===== src/rtl/ramp_adc_pkg.sv =====
// Shared types and helpers for the ramp ADC sequencer: FSM states, per-phase
// switch/busy drive pattern and the round-robin channel picker.
package ramp_adc_pkg;

  typedef enum logic [2:0] {
    S_IDLE,
    S_SETTLE,
    S_DISCHARGE,
    S_GAP1,
    S_RAMP_UP,
    S_GAP2,
    S_RAMP_DOWN,
    S_DONE
  } state_t;

  typedef struct packed {
    logic cap;
    logic up;
    logic down;
    logic busy;
  } drive_t;

  // At most one switch is ever set; the gap states open every switch.
  function automatic drive_t phase_drive(input state_t s);
    drive_t d;
    d = '0;
    case (s)
      S_IDLE:                 d.cap = 1'b1;
      S_SETTLE, S_DISCHARGE:  begin d.cap = 1'b1; d.busy = 1'b1; end
      S_GAP1, S_GAP2:         d.busy = 1'b1;
      S_RAMP_UP:              begin d.up = 1'b1; d.busy = 1'b1; end
      S_RAMP_DOWN:            begin d.down = 1'b1; d.busy = 1'b1; end
      S_DONE:                 begin d.cap = 1'b1; d.busy = 1'b1; end
      default:                d.cap = 1'b1;
    endcase
    return d;
  endfunction

  // Lowest enabled channel strictly above 'last', wrapping modulo nch (1..8).
  function automatic logic [2:0] next_channel(input logic [7:0] mask,
                                              input logic [2:0] last,
                                              input int         nch);
    logic [2:0] pick;
    int         idx;
    pick = last;
    for (int i = 8; i >= 1; i--) begin
      if (i <= nch) begin
        idx = (int'(last) + i) % nch;
        if (mask[3'(idx)]) pick = 3'(idx);
      end
    end
    return pick;
  endfunction

endpackage


===== src/rtl/sync_pipe.sv =====
// Single-bit multi-flop synchronizer; resets to 1 so an idle comparator
// reads as "cap above threshold".
module sync_pipe #(
  parameter int STAGES = 2
) (
  input  logic clk,
  input  logic reset,
  input  logic d,
  output logic q
);

  logic [STAGES-1:0] sync_p;

  always_ff @(posedge clk) begin
    if (reset) sync_p <= '1;
    else       sync_p <= {sync_p[STAGES-2:0], d};
  end

  assign q = sync_p[STAGES-1];

endmodule


===== src/rtl/ramp_adc_sequencer.sv =====
// Dual-slope ramp ADC sequencer: walks each enabled channel through settle,
// discharge, integrate and de-integrate, timing the de-integrate phase.
module ramp_adc_sequencer
  import ramp_adc_pkg::*;
#(
  parameter int NCH           = 4,
  parameter int TW            = 20,
  parameter int SETTLE_CYCLES = 650,
  parameter int RESET_CYCLES  = 65000,
  parameter int UP_CYCLES     = 650000,
  parameter int SYNC_STAGES   = 2,
  localparam int CW           = (NCH > 1) ? $clog2(NCH) : 1
) (
  input  logic           clk,
  input  logic           reset,
  input  logic           enable,
  input  logic           continuous,
  input  logic           start,
  input  logic [NCH-1:0] ch_mask,
  input  logic           comparator,
  output logic           reset_cap_sw,
  output logic           ramp_up_sw,
  output logic           ramp_down_sw,
  output logic [CW-1:0]  ch_sel,
  output logic           busy,
  output logic [TW-1:0]  down_ramp_time,
  output logic [CW-1:0]  ch_id,
  output logic           overflow,
  output logic           eoc
);

  localparam int CNT_A = (TW > $clog2(RESET_CYCLES + 1)) ? TW : $clog2(RESET_CYCLES + 1);
  localparam int CNT_W = (CNT_A > $clog2(SETTLE_CYCLES + 1)) ? CNT_A : $clog2(SETTLE_CYCLES + 1);

  localparam logic [CNT_W-1:0] SETTLE_LAST = CNT_W'(SETTLE_CYCLES - 1);
  localparam logic [CNT_W-1:0] RESET_LAST  = CNT_W'(RESET_CYCLES - 1);
  localparam logic [CNT_W-1:0] UP_LAST     = CNT_W'(UP_CYCLES - 1);
  localparam logic [CNT_W-1:0] MAX_DOWN_C  = CNT_W'((2 ** TW) - 1);
  localparam logic [CNT_W-1:0] SYNC_C      = CNT_W'(SYNC_STAGES);
  localparam logic [TW-1:0]    MAX_DOWN_R  = '1;
  localparam logic [CW-1:0]    LAST_RST    = CW'(NCH - 1);

  state_t           state;
  drive_t           drv;
  logic [CNT_W-1:0] cnt;
  logic [CW-1:0]    last_ptr;
  logic             comp_sync;
  logic [7:0]       mask8;
  logic [2:0]       pick3;
  logic [TW-1:0]    rd_n;

  sync_pipe #(.STAGES(SYNC_STAGES)) u_comp_sync (
    .clk   (clk),
    .reset (reset),
    .d     (comparator),
    .q     (comp_sync)
  );

  always_comb begin
    mask8          = '0;
    mask8[NCH-1:0] = ch_mask;
  end

  assign pick3 = next_channel(mask8, 3'(last_ptr), NCH);

  // Synchronizer latency is removed so the result is the raw crossing index.
  assign rd_n = (cnt >= SYNC_C) ? TW'(cnt - SYNC_C) : '0;

  assign reset_cap_sw = drv.cap;
  assign ramp_up_sw   = drv.up;
  assign ramp_down_sw = drv.down;
  assign busy         = drv.busy;

  always_ff @(posedge clk) begin
    if (reset) begin
      state          <= S_IDLE;
      drv            <= phase_drive(S_IDLE);
      cnt            <= '0;
      last_ptr       <= LAST_RST;
      ch_sel         <= '0;
      down_ramp_time <= '0;
      ch_id          <= '0;
      overflow       <= 1'b0;
      eoc            <= 1'b0;
    end else begin
      eoc <= 1'b0;
      if (!enable && state != S_IDLE) begin
        state <= S_IDLE;
        drv   <= phase_drive(S_IDLE);
        cnt   <= '0;
      end else begin
        case (state)
          S_IDLE: begin
            if (enable && (|ch_mask) && (continuous || start)) begin
              ch_sel <= pick3[CW-1:0];
              cnt    <= '0;
              state  <= S_SETTLE;
              drv    <= phase_drive(S_SETTLE);
            end
          end
          S_SETTLE: begin
            if (cnt == SETTLE_LAST) begin
              cnt   <= '0;
              state <= S_DISCHARGE;
              drv   <= phase_drive(S_DISCHARGE);
            end else begin
              cnt <= cnt + CNT_W'(1);
            end
          end
          S_DISCHARGE: begin
            if (cnt == RESET_LAST) begin
              cnt   <= '0;
              state <= S_GAP1;
              drv   <= phase_drive(S_GAP1);
            end else begin
              cnt <= cnt + CNT_W'(1);
            end
          end
          S_GAP1: begin
            state <= S_RAMP_UP;
            drv   <= phase_drive(S_RAMP_UP);
          end
          S_RAMP_UP: begin
            if (cnt == UP_LAST) begin
              cnt   <= '0;
              state <= S_GAP2;
              drv   <= phase_drive(S_GAP2);
            end else begin
              cnt <= cnt + CNT_W'(1);
            end
          end
          S_GAP2: begin
            state <= S_RAMP_DOWN;
            drv   <= phase_drive(S_RAMP_DOWN);
          end
          S_RAMP_DOWN: begin
            if (!comp_sync || cnt == MAX_DOWN_C) begin
              down_ramp_time <= comp_sync ? MAX_DOWN_R : rd_n;
              overflow       <= comp_sync;
              ch_id          <= ch_sel;
              last_ptr       <= ch_sel;
              eoc            <= 1'b1;
              state          <= S_DONE;
              drv            <= phase_drive(S_DONE);
            end else begin
              cnt <= cnt + CNT_W'(1);
            end
          end
          S_DONE: begin
            state <= S_IDLE;
            drv   <= phase_drive(S_IDLE);
          end
          default: begin
            state <= S_IDLE;
            drv   <= phase_drive(S_IDLE);
          end
        endcase
      end
    end
  end

endmodule

===== config.mk =====
export PLATFORM = sky130hd
export DESIGN_NAME = ramp_adc_sequencer
export DESIGN_NICKNAME = d
export VERILOG_FILES = /design/src/rtl/ramp_adc_pkg.sv /design/src/rtl/sync_pipe.sv /design/src/rtl/ramp_adc_sequencer.sv
export SDC_FILE = /design/constraint.sdc
export NUM_CORES = 1
export LEC_CHECK = 0
export CORE_MARGIN = 2
export CORE_UTILIZATION = 57
export CTS_BUF_LIST = sky130_fd_sc_hd__clkbuf_8
export DETAILED_ROUTE_END_ITERATION = 6
export GPL_ROUTABILITY_DRIVEN = 0
export PLACE_DENSITY_LB_ADDON = 0.15
export SLEW_MARGIN = 5
export SYNTH_ARGS = -nofsm -noshare
export SYNTH_HDL_FRONTEND = slang
export SYNTH_SLANG_ARGS = --single-unit

===== constraint.sdc =====
create_clock -name clk -period 2.65 [get_ports clk]
set_input_delay 0.53 -clock clk [delete_from_list [all_inputs] [get_ports clk]]
set_output_delay 0.53 -clock clk [all_outputs]
set_load 0.02 [all_outputs]

# Word level (Yosys, flattened, before mapping)
# Index checks and enable logic that the tools add are counted.
[word_totals]
register_bits = 57
elab_cells = 105
output_inout_bits = 30
[op_classes]
mux = 37
n_lt_le_gt_ge = 5
n_reduce_logical = 21
n_bitwise = 6
n_addsub = 6
n_eq_ne = 17
[op_table]
columns = ["op", "count"]
rows = [
  ["20-bit 2-to-1 mux", 7],
  ["20-bit case mux with 5 select lines", 1],
  ["20-bit == test (second input constant)", 2],
  ["4-bit case mux with 8 select lines", 1],
  ["3-bit case mux with 8 select lines", 1],
  ["20-bit by 1-bit adder with 20-bit output (second input constant)", 1],
  ["20-bit by 10-bit == test with 1-bit output (second input constant)", 1],
  ["20-bit by 16-bit == test with 1-bit output (second input constant)", 1],
  ["20-bit by 2-bit >= comparator with 1-bit output (second input constant)", 1],
  ["3-bit by 5-bit < comparator with 1-bit output (second input constant)", 4],
  ["4-bit 2-to-1 mux", 5],
  ["20-bit by 2-bit subtractor with 20-bit output (second input constant)", 1],
  ["3-bit 2-to-1 mux", 5],
  ["1-bit binary-select mux with 3-bit select", 4],
  ["3-bit == test (second input constant)", 4],
  ["2-bit inequality test (second input constant)", 6],
  ["2-bit OR reduction", 5],
  ["1-bit 2-to-1 mux", 9],
  ["3-bit AND reduction", 3],
  ["2-bit 2-to-1 mux", 4],
  ["3-bit by 2-bit == test with 1-bit output (second input constant)", 2],
  ["5-bit AND reduction", 1],
  ["5-bit nonzero test", 1],
  ["2-bit by 1-bit adder with 2-bit output (second input constant)", 2],
  ["11 further kinds", 20],
]

# Longest topological paths before layout
# Gate-level depths: netlist of the first run.
[depth]
word_depth = 10
mapped_depth = 9

# Hierarchy
# A second synthesis of the first run with hierarchy kept.
[unflattened]
cells_unflattened = 392
hier_area_um2 = 3098.0
[by_module_without_submodules]
columns = ["mod", "cells_each", "n_inst", "seq_area_each_um2", "area_each_um2"]
rows = [
  ["ramp_adc_sequencer", 388, 1, 1101.1, 3045.4],
  ["sync_pipe", 4, 1, 40.0, 52.6],
]

# Least setup slack after synthesis of the first run
# No wires, ideal clock.
[synth_path]
path_type = "flip-flop to flip-flop"
startpoint = "register cnt[12]"
endpoint = "register cnt[13]"
stages_incl_launch_ff = 9
required_ns = 2.535
setup_ns = 0.115
setup_slack_ns = 0.549
arrival_time_ns = 1.986
path_buffers = 2
cell_sequence = "dfxtp_1 -> buf_6 -> or4_4 -> nand3b_4 -> o211ai_4 -> nand3_2 -> o21ai_4 -> buf_6 -> nor2_1"
[synth_via]
elab_chain_cells = 4
[synth_lines]
columns = ["element", "line", "rtl"]
rows = [
  ["start, declared", "ramp_adc_sequencer.sv:45", "logic [CNT_W-1:0] cnt;"],
  ["start signal, assigned", "ramp_adc_sequencer.sv:107", "cnt <= cnt + CNT_W'(1);"],
  ["start signal, assigned", "ramp_adc_sequencer.sv:116", "cnt <= cnt + CNT_W'(1);"],
  ["start signal, assigned", "ramp_adc_sequencer.sv:129", "cnt <= cnt + CNT_W'(1);"],
  ["parallel branches: the longest is 4 deep, another holds 20-bit by 1-bit adder with 20-bit output", "-", ""],
]
# Several ways; the timed one is not identified. The select of a mux whose other input is x is not followed.
# A chain may end at the register's enable or synchronous reset.

# Final worst setup path of the first run
[layout_path]
startpoint = "register cnt[3]"
endpoint = "register cnt[6]"
# The elaborated chain is that of the path after synthesis.

==> results of run 1 <==
[power by group]
group          total [uW]  internal [uW]  leakage [uW]  switching (uW)
Combinational         722            301      0.000997             421
Sequential            938            902      0.000461            36.0
Clock                 778            446      0.000110             332
Total                2440           1650       0.00157             789
[critical path, stage by stage, from the launching register on]
cell and delay, ps:
dfxtp_1 580, buf_4 240, nor4bb_1 250, nand4_1 200, o211ai_4 260, nand3_2 200
o21ai_4 220, buf_12 160, nor2_1 60
[through the flow]
step	power (uW)	setup WS [ps]	area (um^2)
floorplan	1438	549.2	3141
global placement	1656	184.2	3670
detailed placement	1669	113.8	3670
CTS	2444	381.2	3859
global route	2560	142.5	3859
finish	2439	359.9	3859
[state kept, by name (all words and copies together) (netlist names)]
| signal | count |
|---|---|
| ch_sel | 2 |
| cnt | 20 |
| busy | 1 |
| reset_cap_sw | 1 |
| ramp_up_sw | 1 |
| overflow | 1 |
| state | 3 |
| ramp_down_sw | 1 |
| down_ramp_time | 20 |
| u_comp_sync.sync_p | 2 |
| ch_id | 2 |
| eoc | 1 |
| last_ptr | 2 |
[how the worst max path moves through the flow]
stage | start | endpoint | slack [ps] | cells past startpoint
2_1_floorplan | cnt[12] | cnt[13] | 550 | 8
3_3_place_gp | ch_mask[1] | cnt[17] | 180 | 7
3_5_place_dp | ch_mask[1] | cnt[17] | 110 | 7
4_1_cts | cnt[3] | cnt[13] | 380 | 8
5_1_grt | cnt[3] | ch_id[0] | 140 | 7
6_report | cnt[3] | cnt[6] | 360 | 8
[cell usage in the layout (no fill, tap or decap), types with 9 or more instances in the layout]
master and n:
nand2_1 26, inv_1 12, xor2_1 20, clkbuf_8 10, dfxtp_1 57, xnor2_1 11, buf_4 25, nor2_1 52
and3_1 9, clkdlybuf4s50_1 39, nand4_1 20, nor3_1 9, o21ai_0 30, nand3_1 20, a21oi_1 35
[cells by family after synthesis]
group           after synthesis  synth area share (%)
xor+xnor                     31                 8.645
flops                        57                 36.33
fa+ha+maj                     6                 2.390
simple gates                181                 30.76
mux                           1                0.3187
compound gates               82                 15.42
buf+inv                      39                 6.135
[layer usage]
metal	part of all wire [%]	wire [um]
met1	48	3732
met2	43	3369
met3	6.6	515
met4	2.2	169
met5	0	0
[cell usage after synthesis (2+ instances only)]
| library cell | n | area share, % |
|---|---|---|
| nand3b_1 | 3 | 0.72 |
| and3_1 | 9 | 1.8 |
| or4_1 | 3 | 0.72 |
| xor2_1 | 20 | 5.6 |
| buf_2 | 10 | 1.6 |
| nand2_1 | 26 | 3.1 |
| o21ai_0 | 30 | 4.8 |
| ha_1 | 6 | 2.4 |
| nand4_1 | 20 | 4.0 |
| nor3b_1 | 4 | 0.96 |
| or3_2 | 2 | 0.48 |
| nor3_1 | 9 | 1.4 |
| or3_1 | 3 | 0.60 |
| o211a_1 | 2 | 0.64 |
| or2_2 | 4 | 0.80 |
| nand3_1 | 20 | 3.2 |
| buf_6 | 3 | 1.1 |
| buf_4 | 3 | 0.72 |
| nor2b_1 | 2 | 0.40 |
| and2_1 | 6 | 1.2 |
| o31ai_1 | 4 | 0.96 |
| xnor2_1 | 11 | 3.1 |
| nor2_1 | 52 | 6.2 |
| and3_2 | 2 | 0.48 |
| clkbuf_1 | 14 | 1.7 |
| inv_1 | 9 | 1.1 |
| nor4_1 | 6 | 1.2 |
| dfxtp_1 | 57 | 36 |
| o221a_2 | 2 | 0.72 |
| a21oi_1 | 35 | 5.6 |
[layout make-up]
class	instances	area, um^2	area share (%)
clock buffer	10	137.6	3.567
inverter	9	33.78	0.8755
sequential	57	1141	29.57
timing repair buffer	65	598.1	15.50
multi-input combinational	301	1807	46.82
clock inverter	6	51.30	1.329
tap	72	90.09	2.335
==> qor.csv, run 1 <==
stage;metric;value;unit
detailed_routing;drtPass1Iterations;5;
clocking;cts_root_buffer;clkbuf_8;
floorplan;rows;27;
clocking;cts_tree;done;
floorplan;die_y;78.23;um
logic_synthesis;ys_ff_latch;57;
logic_synthesis;synth_area_per_cell;7.911;um^2
logic_synthesis;ys_seq_area_share;36.33;%
grt;grt_pass1_wl;13.17;mm
logic_synthesis;netlist_area;3141;um^2
placement;dp_hpwl;5.404;mm
timing;rsz0062_at_grt;false;
placement;dp_cells;504;
worst_setup_path;r2r-end;cnt[6];
detailed_routing;postRouteAntennaNets;0;
timing;finalClockSkew;8.916;ps
detailed_routing;drcViolationCount;0;
logic_synthesis;synth_async_sr_flop_share;0;%
layout;area_delta_synth_final;22.87;%
clocking;htree_levels;3;
logic_synthesis;yosysWarnings;0;
timing;finalSetupTns;0;ps
detailed_routing;postRouteWirelength;7.786;mm
logic_synthesis;synth.net_count;413;
worst_setup_path;endpoint_kind;flip-flop;
logic_synthesis;synth_ff_type;dfxtp_1;
grt;met2_usage;38.19;%
clocking;cts-hold-fix-buffers;0;
timing;hold_viol_final;0;
floorplan;die_x;78.23;um
grt;grt_max_degree;23;
clocking;numClockSinks;57;
grt;grtUsageMet3;4.828;%
timing;max_freq;436.7;MHz
layout;nNetsFinal;459;
timing;slew_headroom;62.43;%
timing;finalCritPeriodShare;86.42;%
logic_synthesis;post_synth_num_cell_types;50;
clocking;cts.repair.resized;0;
layout;diodes;0;
detailed_routing;vias_per_cell;5.858;
floorplan;core;5405;um^2
clocking;post-cts-setup-buffer-count;0;
detailed_routing;vias;3046;
worst_setup_path;cp.required;2870;ps
timing;setup-violations-final;0;
floorplan;dieArea;6119;um^2
flow_run;maxCapViolCount;0;
grt;antenna_found_initial;0;
worst_setup_path;reg2reg_slack;360;ps
min_path;worstHoldEndpoint;u_comp_sync.sync_p[1];
clocking;clk_pin_slew;70;ps
grt;grt-ovfl-total;0;
timing;slew_viol_final;0;
outcome;status;complete, no violations;
min_path;hold_start;u_comp_sync.sync_p[0];
clocking;cts_inserted_buffers;9;
layout;fill_cells;439;
min_path;hold_depth;1;
logic_synthesis;synth_edf_count;0;
grt;grt_most_used_layer;met1;
detailed_routing;routedWlPerCell;14.97;um
timing;hold_ws;416.1;ps
worst_setup_path;crit_type;flip-flop to flip-flop;
timing;tightest_slew;558.7;ps
clocking;clk_latency;330;ps
worst_setup_path;reg2regPathDepth;8;
logic_synthesis;syn_inst;397;
worst_setup_path;start_kind;flip-flop;
worst_setup_path;arrival;2510;ps
layout;fin_cells;520;
pwr;power_density;632.0;nW/um^2
min_path;hp-class;flip-flop to flip-flop;
floorplan;initial_core_util;58.10;%
floorplan;io_pins;40;
layout;drive_gt1_share;12.72;%
worst_setup_path;r2r_start;cnt[3];
pwr;vdd_drop_max;0.3770;mV
grt;grtUsageMet1;39.42;%
grt;grt_usage;26.78;%
placement;io_buffers;39;
detailed_routing;drt_first_iter_violations;275;
timing;fin_crit;2290;ps
worst_setup_path;crit_fanout;17;
grt;grt_pass1_vias;2763;
pwr;p_leak;0.001568;uW
layout;finish.utilization;71.39;%
clocking;clk_path_buf_depth;2;
Power figures use the tool's default switching activity.
==> run 2, diff against run 1 <==
==> constraint.sdc (replaced) <==
create_clock -name clk -period 2.65 [get_ports clk]
set_input_delay 0.795 -clock clk [delete_from_list [all_inputs] [get_ports clk]]
set_output_delay 0.795 -clock clk [all_outputs]
set_load 0.02 [all_outputs]
==> run 2 against run 1 <==
Via count is 1.0% lower. Core utilization rose by 0.53 points. Setup slack worse by 120 ps. Die area stayed put. Hold slack lost 5.8 ps. Register-to-register slack worse by 90 ps. Non-clock buffer count increased by 10. Cell count up 1.9%. Sequential power fell by 1%. Critical endpoint is now cnt[17]. Highest routed layer unchanged.
==> qor.csv, run 2 (same netlist as run 1, synthesis figures left out) <==
stage;metric;value;unit
floorplan;dieArea;6119;um^2
pwr;power_frac_seq;40.4;%
grt;grt_pass1_vias;2773;
pwr;power.switching;792.2;uW
grt;grt_pass1_wl;13.05;mm
detailed_routing;drt_first_iter_violations;291;
clocking;cts_inserted_buffers;9;
detailed_routing;routedWlPerCell;14.50;um
clocking;cts_root_buffer;clkbuf_8;
layout;mostFrequentLayoutCells;dfxtp_1, nor2_1, clkdlybuf4s50_1, buf_4, a21oi_1;
floorplan;core;5405;um^2
worst_setup_path;endpoint_kind;flip-flop;
pwr;power_frac_clock;29.0;%
detailed_routing;drtPass1Iterations;5;
timing;tightest_slew;575.4;ps
timing;max_freq;414.2;MHz
floorplan;initial_core_util;58.10;%
worst_setup_path;cp.required;2910;ps
placement;pre_cts_ws;-98.67;ps
detailed_routing;vias;3015;
pwr;p_leak;0.001599;uW
worst_setup_path;cpMaxStageDelayCell;or4_1;
clocking;cts-hold-fix-buffers;0;
timing;finalClockSkew;10.46;ps
layout;layout.area.seq;1141;um^2
clocking;clk_path_buf_depth;2;
layout;area_delta_synth_final;23.78;%
floorplan;die_y;78.23;um
layout;layout_commonest_cell;dfxtp_1;
worst_setup_path;crit_type;primary input to flip-flop;
clocking;numClockSinks;57;
layout;layout_top_registers;cnt (20), down_ramp_time (20), state (3);
flow_run;maxCapViolCount;0;
placement;dp_hpwl;5.518;mm
placement;dp_cells;514;
worst_setup_path;start_kind;primary input;
detailed_routing;postRouteWirelength;7.684;mm
pwr;power_density;589.8;nW/um^2
grt;grt_max_degree;23;
grt;grt_usage;26.77;%
timing;hold_ws;410.3;ps
timing;setup-violations-final;0;
layout;multi_input_area;1807;um^2
layout;fill_cells;436;
outcome;status;complete, no violations;
floorplan;die_x;78.23;um
timing;finalCritPeriodShare;91.10;%
clocking;clk_pin_slew;70;ps
timing;slew_viol_final;0;
detailed_routing;drcViolationCount;0;
pwr;vdd_drop_max;0.4019;mV
clocking;clk_latency;330;ps
min_path;hp-class;flip-flop to flip-flop;
pwr;p_int;1501;uW
worst_setup_path;arrival;2680;ps
timing;hold_viol_final;0;
grt;antenna_found_initial;0;
layout;diodes;0;
worst_setup_path;crit_fanout;6;
clocking;post-cts-setup-buffer-count;0;
layout;fin_cells;530;
floorplan;rows;27;
worst_setup_path;path_cells;clkdlybuf4s50_1 > o21ai_0 > o21ai_0 > o211a_1 > nand3_1 > or4_1 > a21oi_1;
placement;io_buffers;39;
pwr;p_sw_share;34.55;%
timing;fin_crit;2414;ps
grt;grt-ovfl-total;0;
timing;rsz0062_at_grt;false;
clocking;cts_tree;done;
floorplan;io_pins;40;
timing;worst_slack;235.8;ps
layout;finish.utilization;71.92;%
layout;nNetsFinal;469;
clocking;htree_levels;3;
pwr;combPwrFrac;30.6;%
clocking;cts.repair.resized;0;
detailed_routing;postRouteAntennaNets;0;
layout;drive_gt1_share;14.63;%
worst_setup_path;path_common_cell;o21ai_0;
detailed_routing;vias_per_cell;5.689;
pwr;power;2293;uW
timing;slew_headroom;61.31;%
worst_setup_path;crit_path_max_incr_delay;520;ps
run 2: cell types whose count changed in the layout (fill, tap and decap cells not counted), sizes merged:
cell    previous run  this run
clkinv             2         4
bufinv             1         0
buf               26        36
clkbuf            10         9
run 2: final cells by class:
cell class                 instances  share of cell area [%]
clock buffer                       9                   3.186
clock inverter                     7                  0.8046
inverter                           9                  0.8690
multi-input combinational        301                   46.48
sequential                        57                   29.35
tap                               72                   2.317
timing repair buffer              75                   16.99
run 2: stage by stage:
step	cell area (um^2)	setup TNS, ps
floorplan	3141	0
global placement	3732	-39.28
detailed placement	3732	-208.8
CTS	3887	0
global route	3887	0
finish	3887	0
run 2: layer usage:
metal | track usage (%) | vias up | part of all wire (%)
met3 | 4.943 | 9 | 5.9
met4 | 11.23 | 0 | 1.4
met1 | 38.20 | 1398 | 48
li1 | - | 1511 | -
met2 | 39.74 | 97 | 45
met5 | 0 | - | 0
run 2: worst paths after layout:
kind / cells after the start / endpoint / slack (ps) / from
setup / recovery: 7 / cnt[17] / 240 / enable
hold / removal: 1 / u_comp_sync.sync_p[1] / 410 / u_comp_sync.sync_p[0]
setup reg to reg: 7 / cnt[11] / 270 / cnt[3]
hold reg to reg: 1 / u_comp_sync.sync_p[1] / 410 / u_comp_sync.sync_p[0]
run 2: power groups by stage:
stage	combinational (uW)	clock [uW]	sequential, uW
2_1_floorplan	459	0	979
3_3_place_gp	684	0	945
3_5_place_dp	692	0	947
4_1_cts	695	671	928
5_1_grt	772	706	932
6_report	702	664	927
run 2: worst max-delay path, delay by kind of cell:
kind                   cells  cell delay (ps)
AO/OA/AOI/OAI              4              710
AND/OR/NAND/NOR            2              680
buffers and inverters      1              490
==> run 3, diff against run 2 <==
--- a/config.mk
+++ b/config.mk
@@ -11,6 +11,7 @@
 export DETAILED_ROUTE_END_ITERATION = 6
 export GPL_ROUTABILITY_DRIVEN = 0
 export PLACE_DENSITY_LB_ADDON = 0.15
+export RECOVER_POWER = 100
 export SLEW_MARGIN = 5
 export SYNTH_ARGS = -nofsm -noshare
 export SYNTH_HDL_FRONTEND = slang
==> run 3 against run 2 <==
Core utilization decreased by 0.32 points. Via count decreased by 0.30%. Critical path depth unchanged. Sequential cell count unchanged. Combinational power decreased by 3%. First-iteration DRC count increased by 21%. Fmax decreased by 0.27%. Critical path type is now flip-flop to flip-flop.
==> qor.csv, run 3 (same netlist as run 1, synthesis figures left out) <==
stage;metric;value;unit
outcome;status;complete, no violations;
clocking;htree_levels;3;
detailed_routing;postRouteWirelength;7.734;mm
clocking;clk_pin_slew;70;ps
detailed_routing;vias;3006;
layout;layout_commonest_cell;dfxtp_1;
timing;worst_slack;229.2;ps
grt;grt_pass1_vias;2773;
timing;finalCritPeriodShare;91.35;%
timing;max_freq;413.1;MHz
worst_setup_path;crit_fanout;17;
detailed_routing;postRouteAntennaNets;0;
placement;place_area;3732;um^2
floorplan;dieArea;6119;um^2
worst_setup_path;arrival;2630;ps
grt;antenna_found_initial;0;
floorplan;initial_core_util;58.10;%
worst_setup_path;crit_type;flip-flop to flip-flop;
timing;slew_viol_final;0;
detailed_routing;drt_first_iter_violations;353;
timing;finalClockSkew;10.38;ps
worst_setup_path;cp_top_family;compound AO/OA/AOI/OAI gates;
worst_setup_path;crit_path_max_incr_delay;510;ps
pwr;power_density;588.3;nW/um^2
pwr;p_leak;0.001684;uW
placement;pre_cts_ws;-98.67;ps
worst_setup_path;start_kind;flip-flop;
layout;layout_top_registers;cnt (20), down_ramp_time (20), state (3);
layout;mostFrequentLayoutCells;dfxtp_1, nor2_1, a21oi_1;
flow_run;maxCapViolCount;0;
floorplan;core;5405;um^2
timing;tightest_slew;633.8;ps
worst_setup_path;crit_buf_inv;1;
layout;finish.utilization;71.60;%
grt;grt_pass1_wl;13.05;mm
layout;diodes;0;
timing;hold_viol_final;0;
clocking;cts-hold-fix-buffers;0;
grt;grt-ovfl-total;0;
timing;rsz0062_at_grt;false;
clocking;clk_path_buf_depth;2;
min_path;hp-class;flip-flop to flip-flop;
worst_setup_path;cpMaxStageDelayCell;dfxtp_1;
layout;fill_cells;439;
grt;grt_usage;26.77;%
clocking;cts_root_buffer;clkbuf_8;
detailed_routing;drtPass1Iterations;5;
clocking;numClockSinks;57;
placement;dp_hpwl;5.518;mm
layout;multi_input_area;1807;um^2
clocking;cts_tree;done;
floorplan;die_x;78.23;um
detailed_routing;routedWlPerCell;14.59;um
grt;grt_max_degree;23;
floorplan;die_y;78.23;um
layout;drive_gt1_share;13.76;%
pwr;vdd_drop_max;0.4018;mV
timing;slew_headroom;57.30;%
layout;area_delta_synth_final;23.23;%
worst_setup_path;cp.required;2860;ps
clocking;post-cts-setup-buffer-count;0;
timing;fin_crit;2421;ps
detailed_routing;vias_per_cell;5.672;
floorplan;io_pins;40;
clocking;cts.repair.resized;0;
timing;setup-violations-final;0;
placement;io_buffers;39;
worst_setup_path;endpoint_kind;flip-flop;
layout;nNetsFinal;469;
layout;fin_area;3870;um^2
detailed_routing;drcViolationCount;0;
clocking;clk_latency;340;ps
floorplan;rows;27;
worst_setup_path;path_cells;clkbuf_2 > nor4bb_1 > nand4_1 > o211ai_4 > nand3_2 > o21ai_4 > nor2_1;
layout;layout.area.seq;1141;um^2
clocking;cts_inserted_buffers;9;
## run 3: changes by cell type in the layout (fill, tap and decap cells not counted)
cell | previous run | this run
clkbuf_1 | 0 | 4
dlygate4sd3_1 | 0 | 31
clkbuf_2 | 0 | 1
o21ai_1 | 1 | 0
o21ai_0 | 30 | 31
clkdlybuf4s50_1 | 39 | 8
buf_4 | 36 | 31
## run 3: where the power goes
group	internal (uW)	switching, uW	leakage (uW)	total, uW
registers	902	23.6	0.000461	926
clock network	322	345	0.0000963	667
logic	261	423	0.00113	684
## run 3: worst paths after layout
check | from | end | slack [ps] | cells after the start
max | cnt[3] | cnt[11] | 230 | 7
max reg2reg | cnt[3] | cnt[11] | 230 | 7
min reg2reg | u_comp_sync.sync_p[0] | u_comp_sync.sync_p[1] | 410 | 1
min | u_comp_sync.sync_p[0] | u_comp_sync.sync_p[1] | 410 | 1
## run 3: final cells by class
class / instances / area share [%]
clock buffers: 9 / 3.201
inverters: 9 / 0.8729
flip-flops and latches: 57 / 29.49
repair buffers: 75 / 16.62
well taps: 72 / 2.328
clock inverters: 7 / 0.8083
multi-input cells: 301 / 46.69
## run 3: per-stage QoR
| stage | TNS (ps) | hold WS (ps) | instances | total power (uW) |
|---|---|---|---|---|
| floorplan | 0 | 389.5 | 397 | 1438 |
| global placement | -39.28 | 394.5 | 514 | 1629 |
| detailed placement | -208.8 | 399.2 | 514 | 1639 |
| CTS | 0 | 411.1 | 530 | 2294 |
| global route | 0 | 414.3 | 530 | 2391 |
| finish | 0 | 410.4 | 530 | 2277 |
## run 3: per-layer routing
layer,wire (um),vias to the layer above,global-route usage [%]
met3,456,14,4.943
met4,133,0,11.23
met1,3709,1384,38.20
met5,0,-,0
li1,-,1510,-
met2,3435,98,39.74
